$ cat src/rtl/lsu_pkg.sv
// Shared definitions for the load/store unit: RV32I size/sign codes and FSM states.
package lsu_pkg;

    localparam logic [2:0] F3_B  = 3'b000;
    localparam logic [2:0] F3_H  = 3'b001;
    localparam logic [2:0] F3_W  = 3'b010;
    localparam logic [2:0] F3_BU = 3'b100;
    localparam logic [2:0] F3_HU = 3'b101;

    typedef enum logic [1:0] {
        IDLE = 2'd0,
        BUS  = 2'd1,
        RESP = 2'd2,
        ERR  = 2'd3
    } lsu_state_t;

endpackage

$ cat src/rtl/lsu_lane_align.sv
// Combinational lane steering: byte enables, replicated store data, legality check,
// and extraction/extension of the load lane from the bus read word.
module lsu_lane_align
    import lsu_pkg::*;
(
    input  logic [2:0]  i_funct3,
    input  logic        i_we,
    input  logic [1:0]  i_off,
    input  logic [31:0] i_wdata,
    input  logic [2:0]  i_ld_funct3,
    input  logic [1:0]  i_ld_off,
    input  logic [31:0] i_rdata,
    output logic [3:0]  o_be,
    output logic [31:0] o_wdata,
    output logic        o_bad,
    output logic [31:0] o_ld_data
);

    logic [7:0]  w_byte;
    logic [15:0] w_half;

    // Request side: enables, store replication, misalignment and illegal encodings
    always_comb begin
        o_be    = 4'b0000;
        o_wdata = 32'h0000_0000;
        o_bad   = 1'b0;
        case (i_funct3)
            F3_B, F3_BU: begin
                o_be    = 4'b0001 << i_off;
                o_wdata = {4{i_wdata[7:0]}};
                o_bad   = (i_funct3 == F3_BU) & i_we;
            end
            F3_H, F3_HU: begin
                o_be    = i_off[1] ? 4'b1100 : 4'b0011;
                o_wdata = {2{i_wdata[15:0]}};
                o_bad   = i_off[0] | ((i_funct3 == F3_HU) & i_we);
            end
            F3_W: begin
                o_be    = 4'b1111;
                o_wdata = i_wdata;
                o_bad   = |i_off;
            end
            default: begin
                o_bad   = 1'b1;
            end
        endcase
    end

    // Lane selection from the captured byte offset
    always_comb begin
        w_byte = 8'h00;
        case (i_ld_off)
            2'd0:    w_byte = i_rdata[7:0];
            2'd1:    w_byte = i_rdata[15:8];
            2'd2:    w_byte = i_rdata[23:16];
            2'd3:    w_byte = i_rdata[31:24];
            default: w_byte = 8'h00;
        endcase
        if (i_ld_off[1]) begin
            w_half = i_rdata[31:16];
        end else begin
            w_half = i_rdata[15:0];
        end
    end

    // Sign or zero extension according to the captured size/sign code
    always_comb begin
        o_ld_data = 32'h0000_0000;
        case (i_ld_funct3)
            F3_B:    o_ld_data = {{24{w_byte[7]}}, w_byte};
            F3_BU:   o_ld_data = {24'h00_0000, w_byte};
            F3_H:    o_ld_data = {{16{w_half[15]}}, w_half};
            F3_HU:   o_ld_data = {16'h0000, w_half};
            F3_W:    o_ld_data = i_rdata;
            default: o_ld_data = 32'h0000_0000;
        endcase
    end

endmodule

$ cat src/rtl/lsu_mem_ctrl.sv
// Load/store unit behind the ALU: drives a word-wide req/ack memory bus, stalls the core
// while a transaction is outstanding, and returns extended load data or an error pulse.
module lsu_mem_ctrl #(
    parameter int TIMEOUT = 255,
    parameter int CNT_W   = 8
) (
    input  logic        clk,
    input  logic        rst,
    input  logic        lsu_valid,
    input  logic        lsu_we,
    input  logic [2:0]  funct3,
    input  logic [31:0] addr,
    input  logic [31:0] wdata,
    output logic [31:0] lsu_rdata,
    output logic        lsu_done,
    output logic        lsu_err,
    output logic        lsu_stall,
    output logic        mem_req,
    output logic        mem_we,
    output logic [31:0] mem_addr,
    output logic [31:0] mem_wdata,
    output logic [3:0]  mem_be,
    input  logic        mem_ack,
    input  logic [31:0] mem_rdata
);
    import lsu_pkg::*;

    // Last BUS cycle index before giving up; the counter holds cycles already waited.
    localparam logic [CNT_W-1:0] TO_LAST = CNT_W'(TIMEOUT - 1);

    lsu_state_t       r_state;
    logic [CNT_W-1:0] r_cnt;
    logic [2:0]       r_f3;
    logic [1:0]       r_off;
    logic [31:0]      r_rdata;
    logic             r_done;
    logic             r_err;
    logic             r_req;
    logic             r_we;
    logic [31:0]      r_addr;
    logic [31:0]      r_wdata;
    logic [3:0]       r_be;

    logic [3:0]       w_be;
    logic [31:0]      w_wdata;
    logic             w_bad;
    logic [31:0]      w_ld_data;

    lsu_lane_align u_align (
        .i_funct3    (funct3),
        .i_we        (lsu_we),
        .i_off       (addr[1:0]),
        .i_wdata     (wdata),
        .i_ld_funct3 (r_f3),
        .i_ld_off    (r_off),
        .i_rdata     (mem_rdata),
        .o_be        (w_be),
        .o_wdata     (w_wdata),
        .o_bad       (w_bad),
        .o_ld_data   (w_ld_data)
    );

    // Transaction FSM with timeout counter; all bus and response outputs registered here
    always_ff @(posedge clk) begin
        if (rst) begin
            r_state <= IDLE;
            r_cnt   <= '0;
            r_f3    <= 3'b000;
            r_off   <= 2'b00;
            r_rdata <= 32'h0000_0000;
            r_done  <= 1'b0;
            r_err   <= 1'b0;
            r_req   <= 1'b0;
            r_we    <= 1'b0;
            r_addr  <= 32'h0000_0000;
            r_wdata <= 32'h0000_0000;
            r_be    <= 4'b0000;
        end else begin
            r_done <= 1'b0;
            r_err  <= 1'b0;
            case (r_state)
                IDLE: begin
                    if (lsu_valid) begin
                        if (w_bad) begin
                            r_state <= ERR;
                            r_done  <= 1'b1;
                            r_err   <= 1'b1;
                            r_rdata <= 32'h0000_0000;
                        end else begin
                            r_state <= BUS;
                            r_req   <= 1'b1;
                            r_we    <= lsu_we;
                            r_addr  <= {addr[31:2], 2'b00};
                            r_wdata <= w_wdata;
                            r_be    <= w_be;
                            r_f3    <= funct3;
                            r_off   <= addr[1:0];
                            r_cnt   <= '0;
                        end
                    end else begin
                        r_state <= IDLE;
                    end
                end
                BUS: begin
                    // An ack in the final allowed cycle still wins over the timeout
                    if (mem_ack) begin
                        r_state <= RESP;
                        r_req   <= 1'b0;
                        r_done  <= 1'b1;
                        r_cnt   <= '0;
                        if (r_we) begin
                            r_rdata <= 32'h0000_0000;
                        end else begin
                            r_rdata <= w_ld_data;
                        end
                    end else if (r_cnt == TO_LAST) begin
                        r_state <= ERR;
                        r_req   <= 1'b0;
                        r_done  <= 1'b1;
                        r_err   <= 1'b1;
                        r_rdata <= 32'h0000_0000;
                        r_cnt   <= '0;
                    end else begin
                        r_cnt   <= r_cnt + CNT_W'(1);
                    end
                end
                RESP:    r_state <= IDLE;
                ERR:     r_state <= IDLE;
                default: r_state <= IDLE;
            endcase
        end
    end

    assign lsu_stall = lsu_valid & ((r_state == IDLE) | (r_state == BUS));
    assign lsu_rdata = r_rdata;
    assign lsu_done  = r_done;
    assign lsu_err   = r_err;
    assign mem_req   = r_req;
    assign mem_we    = r_we;
    assign mem_addr  = r_addr;
    assign mem_wdata = r_wdata;
    assign mem_be    = r_be;

endmodule

$ cat config.mk
export PLATFORM = sky130hd
export DESIGN_NAME = lsu_mem_ctrl
export DESIGN_NICKNAME = d
export VERILOG_FILES = /design/src/rtl/lsu_pkg.sv /design/src/rtl/lsu_lane_align.sv /design/src/rtl/lsu_mem_ctrl.sv
export SDC_FILE = /design/constraint.sdc
export NUM_CORES = 1
export LEC_CHECK = 0
export CAP_MARGIN = 20
export CELL_PAD_IN_SITES_DETAIL_PLACEMENT = 2
export CELL_PAD_IN_SITES_GLOBAL_PLACEMENT = 2
export CORE_MARGIN = 3
export CORE_UTILIZATION = 22
export DETAILED_ROUTE_END_ITERATION = 10
export PLACE_DENSITY = 0.81
export SYNTH_ARGS = -nofsm -noshare
export SYNTH_HDL_FRONTEND = slang
export SYNTH_SLANG_ARGS = --single-unit
$ cat constraint.sdc
create_clock -name clk -period 1.7 [get_ports clk]
set_clock_uncertainty 0.15 [all_clocks]
set_input_delay 0.255 -clock clk [delete_from_list [all_inputs] [get_ports clk]]
set_output_delay 0.255 -clock clk [all_outputs]
set_load 0.03 [all_outputs]
== Word-level counts from Yosys, hierarchy flattened ==
Cells that the tools add are included.
Widths: inputs -> output; s select.
Storage, ports and cells
  register bits: 117
  input port bits: 104
  output and inout bits: 105
  logic and storage cells: 87
Operators by class
  add/subtract/negate cells: 1
  equal/unequal tests: 19
  shift-type cells: 1
  mux-type cells: 35
  bitwise logic cells: 6
  reductions and logical operators: 13
Operators by type and width (number)
  $mux 32: 5
  $pmux 32 s5: 1
  $pmux 32 s3: 1
  $pmux 32 s2: 1
  $mux 8: 4
  $pmux 8 s4: 1
  $mux 16: 1
  $pmux 8 s2: 1
  $eq 3x3->1 const B: 4
  $pmux 4 s3: 1
  $mux 1: 9
  $add 8x1->8 const B: 1
  $eq 2x2->1 const B: 4
  $eq 8x8->1 const B: 1
  $mux 2: 4
  $reduce_and 4->1: 2
  $reduce_or 2->1: 4
  $eq 3x1->1 const B: 2
  $eq 3x2->1 const B: 2
  $logic_not 3->1: 2
  $pmux 1 s2: 3
  $pmux 2 s3: 1
  $reduce_and 3->1: 2
  $eq 2x1->1 const B: 2
  other kinds (11): 16

== Depth between registers and ports, before layout ==
Gate-level depths: netlist of run 1.
  depth after elaboration: 7
  gate-level depth with buffers: 8
  mapped depth without buffers: 6

== Hierarchy ==
A second synthesis of run 1 with hierarchy kept.
Unflattened totals
  cells, all modules: 638
  area, all modules: 5321.4 µm²
By module, submodules not included
  lsu_mem_ctrl: times used 1, cells an instance 465, area each 4108.9 µm², sequential area each 2342.2 µm²
  lsu_lane_align: times used 1, cells an instance 173, area each 1212.4 µm², sequential area each 0.0 µm²

== Worst setup path after synthesis of run 1 ==
Ideal clock, no wire load.
  kind: register to register
  start: register r_off[1]
  end: register r_rdata[22], in the netlist lsu_rdata[22]
  setup time: 0.117 ns
  arrival: 1.576 ns
  required time: 1.433 ns
  setup slack: -0.142 ns
  cell stages (with the launch flop): 8
  path buffers: 3
  period minus slack after synthesis: 1.842 ns
  cells stage by stage: dfxtp_1 > buf_6 > mux2_4 > a222oi_1 > buf_4 > buf_12 > nand2_1 > a22o_1
Between the ends
  cells in the longest elaborated chain, start to end: 6
  elaborated cells between the ends (all ways): 10
  classes of those cells: eq/ne (3); mux (6); reduce/logical (1)
RTL lines
  start, declared: line lsu_mem_ctrl.sv:34  | logic [1:0] r_off;
  start signal, assigned: line lsu_mem_ctrl.sv:97  | r_off <= addr[1:0];
  $eq 2x2->1 (tied with other cells): line lsu_lane_align.sv:52  | case (i_ld_off)
  $pmux 8 s4: line lsu_lane_align.sv:52
  $pmux 32 s5 (*): line lsu_lane_align.sv:69  | case (i_ld_funct3)
  $mux 32 (*): line lsu_mem_ctrl.sv:111  | if (r_we) begin
  $mux 32 (*): line lsu_mem_ctrl.sv:106  | if (mem_ack) begin
  $pmux 32 s2 (*): line lsu_mem_ctrl.sv:81  | case (r_state)
  end signal, assigned: line lsu_mem_ctrl.sv:114  | r_rdata <= w_ld_data;
  end, declared: line lsu_mem_ctrl.sv:35  | logic [31:0] r_rdata;
Mark *: on every way between the ends. The rest lies on a longest branch, timed or not.
A chain may end at the register's enable or synchronous reset.

== Worst setup path after layout of run 1 ==
  start: input mem_rdata[15]
  end: register r_rdata[28], in the netlist lsu_rdata[28]
Between the ends
  cells in the longest elaborated chain, start to end: 5
  elaborated cells between the ends (all ways): 6
  classes of those cells: mux (6)
RTL lines
  start, declared: line lsu_mem_ctrl.sv:24  | input logic [31:0] mem_rdata
  $pmux 8 s4 or $mux 16 (tied branches): line lsu_lane_align.sv:52, lsu_lane_align.sv:59
  $pmux 32 s5 (*): line lsu_lane_align.sv:69
  $mux 32 (*): line lsu_mem_ctrl.sv:111
  $mux 32 (*): line lsu_mem_ctrl.sv:106
  $pmux 32 s2 (*): line lsu_mem_ctrl.sv:81
Marked as above.

==> results of run 1 <==
==> state kept, by name, indices dropped and copies added, names as in the netlist <==
register   flops
lsu_err        1
mem_be         4
mem_req        1
r_off          2
lsu_done       1
r_state        2
mem_wdata     32
mem_addr      30
lsu_rdata     32
r_cnt          8
mem_we         1
r_f3           3
==> through the flow <==
stage / total power (W) / setup WS, ps / cell area [um^2] / util (%) / setup TNS (ps)
floorplan: 0.003804 / -111.2 / 5369 / - / -1504
global placement: 0.004630 / -680.2 / 8298 / 35.14 / -66230
detailed placement: 0.004672 / -755.9 / 8298 / 35.14 / -72430
CTS: 0.008492 / -178.2 / 9306 / 39.41 / -1955
global route: 0.009011 / -321.0 / 9987 / 42.30 / -7134
finish: 0.008655 / -262.2 / 9987 / 42.30 / -4089
==> power by group through the flow <==
stage | clock (W) | combinational, W | sequential (W)
detailed placement | 0 | 0.00166 | 0.00301
global placement | 0 | 0.00162 | 0.00301
floorplan | 0 | 0.000577 | 0.00323
CTS | 0.00371 | 0.00182 | 0.00295
finish | 0.00364 | 0.00206 | 0.00296
global route | 0.00385 | 0.00219 | 0.00298
==> path summary, 6_finish.rpt <==
check	startpoint	to	slack [ps]	depth (start not counted)
worst max-delay path	mem_rdata[15]	lsu_rdata[28]	-260	7
worst min-delay path	lsu_we	mem_we	40	3
worst max register to register	r_off[1]	lsu_rdata[28]	-250	6
worst min register to register	mem_addr[18]	mem_addr[18]	310	2
==> cell usage after synthesis (4+ instances only) <==
cell / instances / area share [%]
mux2_2: 10 / 2.1
a22oi_1: 9 / 1.3
or3_1: 8 / 0.94
o21a_1: 6 / 0.85
a211oi_1: 29 / 4.1
clkbuf_1: 26 / 1.8
a2bb2oi_1: 16 / 2.6
o221ai_1: 8 / 1.3
o21ai_0: 18 / 1.7
nor3_1: 15 / 1.4
buf_2: 15 / 1.4
a21oi_1: 79 / 7.4
nor2_1: 45 / 3.2
buf_4: 7 / 0.99
nand2_1: 129 / 9.1
o2bb2ai_1: 7 / 1.2
dfxtp_1: 117 / 44
a22o_1: 24 / 4.0
buf_1: 4 / 0.28
nor3b_1: 9 / 1.3
nor2b_1: 12 / 1.4
inv_1: 9 / 0.64
nand3_1: 5 / 0.47
==> routing by layer <==
metal	part of all wire (%)	wire (um)
met1	38	10650
met2	53	14800
met3	7.4	2091
met4	2.0	549
met5	0.082	23
==> worst max-delay path, cell delays in order <==
cell and delay (ps):
clkdlybuf4s50_1 510, mux2_4 330, a222oi_1 330, buf_4 270, clkbuf_16 170, nand2_2 40, a22o_1 200
==> repair_timing <==
action                     in CTS  in global routing
buffers inserted               20                 22
pin swaps                      23                 52
resized for setup             164                118
gates cloned                    8                  6
setup endpoints to repair     212                110
==> kinds of logic after synthesis <==
family                   Yosys count
multiplexers                      13
adder cells (fa/ha/maj)            2
AO/OA/AOI/OAI                    206
AND/OR/NAND/NOR                  239
flip-flops                       117
buffers and inverters             64
other                              1
==> cell type report <==
| cell class | count | area, um^2 |
|---|---|---|
| Clock buffer | 18 | 439.2 |
| Clock inverter | 14 | 151.4 |
| Timing Repair Buffer | 339 | 3338 |
| Tap cell | 319 | 399.1 |
| Sequential cell | 117 | 2367 |
| Multi-Input combinational cell | 466 | 3258 |
| Inverter | 9 | 33.78 |
| Fill cell | 2575 | 13630 |
==> impl_metrics.ini, run 1 <==
[outcome]
status = finished, violations left
failed_checks = negative setup slack

[place]
gp_congestion = 0.7546
io_buffers = 206
dpl.hpwl_mm = 16.86
dpl.cell_count = 1199

[yosys]
netlist_area_um2 = 5308
synthMuxAreaShare_pct = 2.782
synthCells = 642
synth_cell_types = 51
syn_avg_cell_area_um2 = 8.267
synthAdderAreaFrac_pct = 0.4715
synth_top_family_by_area = compound AO/OA/AOI/OAI gates
synth_edf_count = 0
synth_seq_cells = 117
synth_flop_cell = dfxtp_1
synth-simple-area-share_pct = 20.25
synth-async-reset-ratio_pct = 0
synth_xor_area_share_pct = 0
synth-compound-area-share_pct = 26.45
yosysWarningCount = 0
yosysSeqAreaShare_pct = 44.13

[timing]
finalHoldViolations = 0
max_freq_mhz = 509.6
min_period_ps = 1962
setup_viol = 29
relSlewSlack_pct = 61.15
rsz0062_at_grt = true
hold-worst-slack_ps = 40.32
tightest_slew_ps = 582.8
slew_violations = 0
fin_ws_ps = -262.2
period_share_pct = 115.4

[setup_path]
end_kind = flip-flop
path_class = in -> reg
cp_data_arrival_time_ps = 2110
startpoint_type = primary input
crit_required_ps = 1850
cp_max_fo = 6

[global_route]
grtUsageTotal_pct = 19.55
grt_overflow = 0
grt_pass1_vias = 6885
met1_usage_pct = 21.26
grt_max_degree = 46
grt_use_met2_pct = 35.46
grt_use_met3_pct = 7.104
grt_first_pass_wirelength_mm = 39.66
busiest_layer = met2
antenna_found_initial = 2

[floorplanning]
coreArea_um2 = 23610
die_area_um2 = 26030
fp.dieH_um = 161.3
die_w_um = 161.3
initial_core_util_pct = 22.48
ios = 209
rows = 56

[cts]
clk_pin_slew_ps = 60
cts_htree_levels = 4
cts.path.max_buffers = 2
numCtsBuffers = 17
clkLatencyLatePin_ps = 420
cts_sinks = 117
cts_tree = yes
clock-root-buffer = clkbuf_16
postCtsHoldBufs = 0

[cells_and_area]
stdcell_count = 1282
fin_nets = 1056
drive_above_1_share_pct = 32.50
mostFrequentLayoutCells = nand2_1 (105), dfxtp_1 (105), dlygate4sd2_1 (102)
areaGrowthSynthToFinish_pct = 88.17
diodes = 0

[pwr]
vdd.ir_drop.worst_mv = 0.5303
clkPwrFrac_pct = 42.0
p_comb_share_pct = 23.8
power_switching_w = 0.002618
power_leakage_nw = 4.208
seqPwrFrac_pct = 34.2
powerDensity_nw_per_um2 = 866.6
p_sw_share_pct = 30.24
power_report.internal_total_w = 0.006038

[routing]
finalWirelength_mm = 28.11
ant_nets = 0
first_pass_iters = 4
avgViaCountPerCell = 4.853
wire_per_inst_um = 21.93
drc = 0
drt_iter0_drc = 229
num_vias = 6222

[run]
maxCapViolations = 0

[min_path]
hold_class = in -> reg
(Power assumes the default switching activity.)
==> run 2: changes to the inputs <==
CORE_MARGIN = not set   (was 3)
CTS_CLUSTER_SIZE = 12   (was not set)
==> run 2 against run 1 <==
  * The flow still finishes with violations (negative setup slack)
  * Largest cell class unchanged
  * Combinational power shrank 9%
  * Clock-buffer cell count is the same
  * Clock power rose by 5%
==> impl_metrics.ini, run 2 (synthesis results as in run 1) <==
[setup_path]
cp_max_fo = 10
slowest_stage = dfxtp_2
cp_data_arrival_time_ps = 2040
crit_chain = mux2_4, a222oi_1, buf_4, buf_12, nand2_2, a22o_1
startpoint_type = flip-flop
path_class = reg -> reg
slowest_delay_ps = 360
end_kind = flip-flop
crit_required_ps = 1860

[cells_and_area]
areaGrowthSynthToFinish_pct = 78.29
drive_above_1_share_pct = 25.34
design_area_um2 = 9463
diodes = 0
multi_input_area_um2 = 2938
regArea_um2 = 2366
mostFrequentLayoutCells = nand2_1 (113), dfxtp_1 (106), dlygate4sd2_1 (105)
final_common_cell = nand2_1
stdcell_count = 1266
fin_nets = 1040
fill_cells = 2648

[place]
dpl.cell_count = 1199
gp_congestion = 0.7839
postPlaceCellArea_um2 = 8280
dpl.hpwl_mm = 16.76
io_buffers = 206

[floorplanning]
rows = 56
initial_core_util_pct = 22.54
coreArea_um2 = 23540
die_w_um = 157.3
fp.dieH_um = 157.3
die_area_um2 = 24750
ios = 209

[global_route]
grt_max_degree = 50
grt_overflow = 0
grtUsageTotal_pct = 20.88
grt_pass1_vias = 6781
grt_first_pass_wirelength_mm = 38.83
antenna_found_initial = 1

[timing]
fin_ws_ps = -183.1
finalHoldViolations = 0
max_freq_mhz = 531.0
slew_violations = 0
min_period_ps = 1883
rsz0062_at_grt = true
relSlewSlack_pct = 50.89
period_share_pct = 110.8
tightest_slew_ps = 733.4
setup_viol = 35

[outcome]
status = finished, violations left
failed_checks = negative setup slack

[routing]
avgViaCountPerCell = 4.818
finalWirelength_mm = 26.41
wire_per_inst_um = 20.86
drt_iter0_drc = 159
drc = 0
first_pass_iters = 4
num_vias = 6099
ant_nets = 0

[pwr]
seqPwrFrac_pct = 34.2
p_comb_share_pct = 21.7
clkPwrFrac_pct = 44.1
vdd.ir_drop.worst_mv = 0.4465
powerDensity_nw_per_um2 = 911.6
power_switching_w = 0.002571
p_sw_share_pct = 29.81
power_report.internal_total_w = 0.006055
power_leakage_nw = 3.962

[cts]
cts.path.max_buffers = 2
cts_htree_levels = 4
clock-root-buffer = clkbuf_16
cts_tree = yes
cts_sinks = 117
numCtsBuffers = 17
clk_pin_slew_ps = 50
clkLatencyLatePin_ps = 420

[run]
maxCapViolations = 0

[min_path]
hold_class = in -> reg
-- run 2: worst paths after layout --
path	startpoint	to	slack [ps]	cells after the start
worst max-delay path	r_off[1]	lsu_rdata[26]	-180	6
worst min-delay path	lsu_we	mem_we	180	3
worst max register to register	r_off[1]	lsu_rdata[26]	-180	6
worst min register to register	mem_addr[7]	mem_addr[7]	310	2
-- run 2: worst max-delay path: cells and delay by family, from the launching register on --
family | cells | cell delay (ps)
compound gates | 2 | 500
buf+inv | 2 | 380
flops | 1 | 360
mux | 1 | 320
simple gates | 1 | 60
-- run 2: per-layer routing --
metal  share of wire [%]  GRT usage (%)  wire length (um)  vias up
li1                    -              -                 -     2870
met2                  51          38.62             13420      190
met4                 1.8          5.918               483        2
met3                 7.8          7.434              2068       40
met1                  39          22.08             10420     2997
met5               0.049              0                13        -
-- run 2: area by class of cell --
class                           instances  share of cell area [%]
Timing Repair Buffer                  326                   32.96
Multi-Input combinational cell        463                   31.05
Sequential cell                       117                   25.00
Clock buffer                           18                   4.535
Tap cell                              319                   4.218
Clock inverter                         14                   1.878
Inverter                                9                  0.3570
-- run 2: timing repair --
action / CTS / global route
pin swaps: 19 / 23
hold endpoints to repair: 2 / 0
setup buffers: 14 / 17
setup endpoints to repair: 192 / 94
hold buffers: 1 / 0
gates resized for setup: 152 / 38
gates cloned: 7 / 2
-- run 2: metrics by stage --
| step | hold slack, ps | TNS, ps | util, % | power [W] | setup WS, ps |
|---|---|---|---|---|---|
| 6_report | 175.2 | -3415 | 40.19 | 0.008626 | -183.1 |
| 5_1_grt | 174.5 | -6181 | 40.19 | 0.008967 | -268.2 |
| 4_1_cts | 164.0 | -2949 | 39.09 | 0.008628 | -164.6 |
| 3_5_place_dp | 301.7 | -55950 | 35.17 | 0.004669 | -603.4 |
| 3_3_place_gp | 291.3 | -52080 | 35.17 | 0.004623 | -554.3 |
| 2_1_floorplan | 233.5 | -1504 | - | 0.003804 | -111.2 |
-- run 2: power groups by stage --
| stage | clock network [W] | registers, W | logic, W |
|---|---|---|---|
| finish | 0.00381 | 0.00295 | 0.00187 |
| global route | 0.00402 | 0.00296 | 0.00198 |
| CTS | 0.00390 | 0.00295 | 0.00178 |
| detailed placement | 0 | 0.00301 | 0.00166 |
| global placement | 0 | 0.00300 | 0.00162 |
| floorplan | 0 | 0.00323 | 0.000577 |
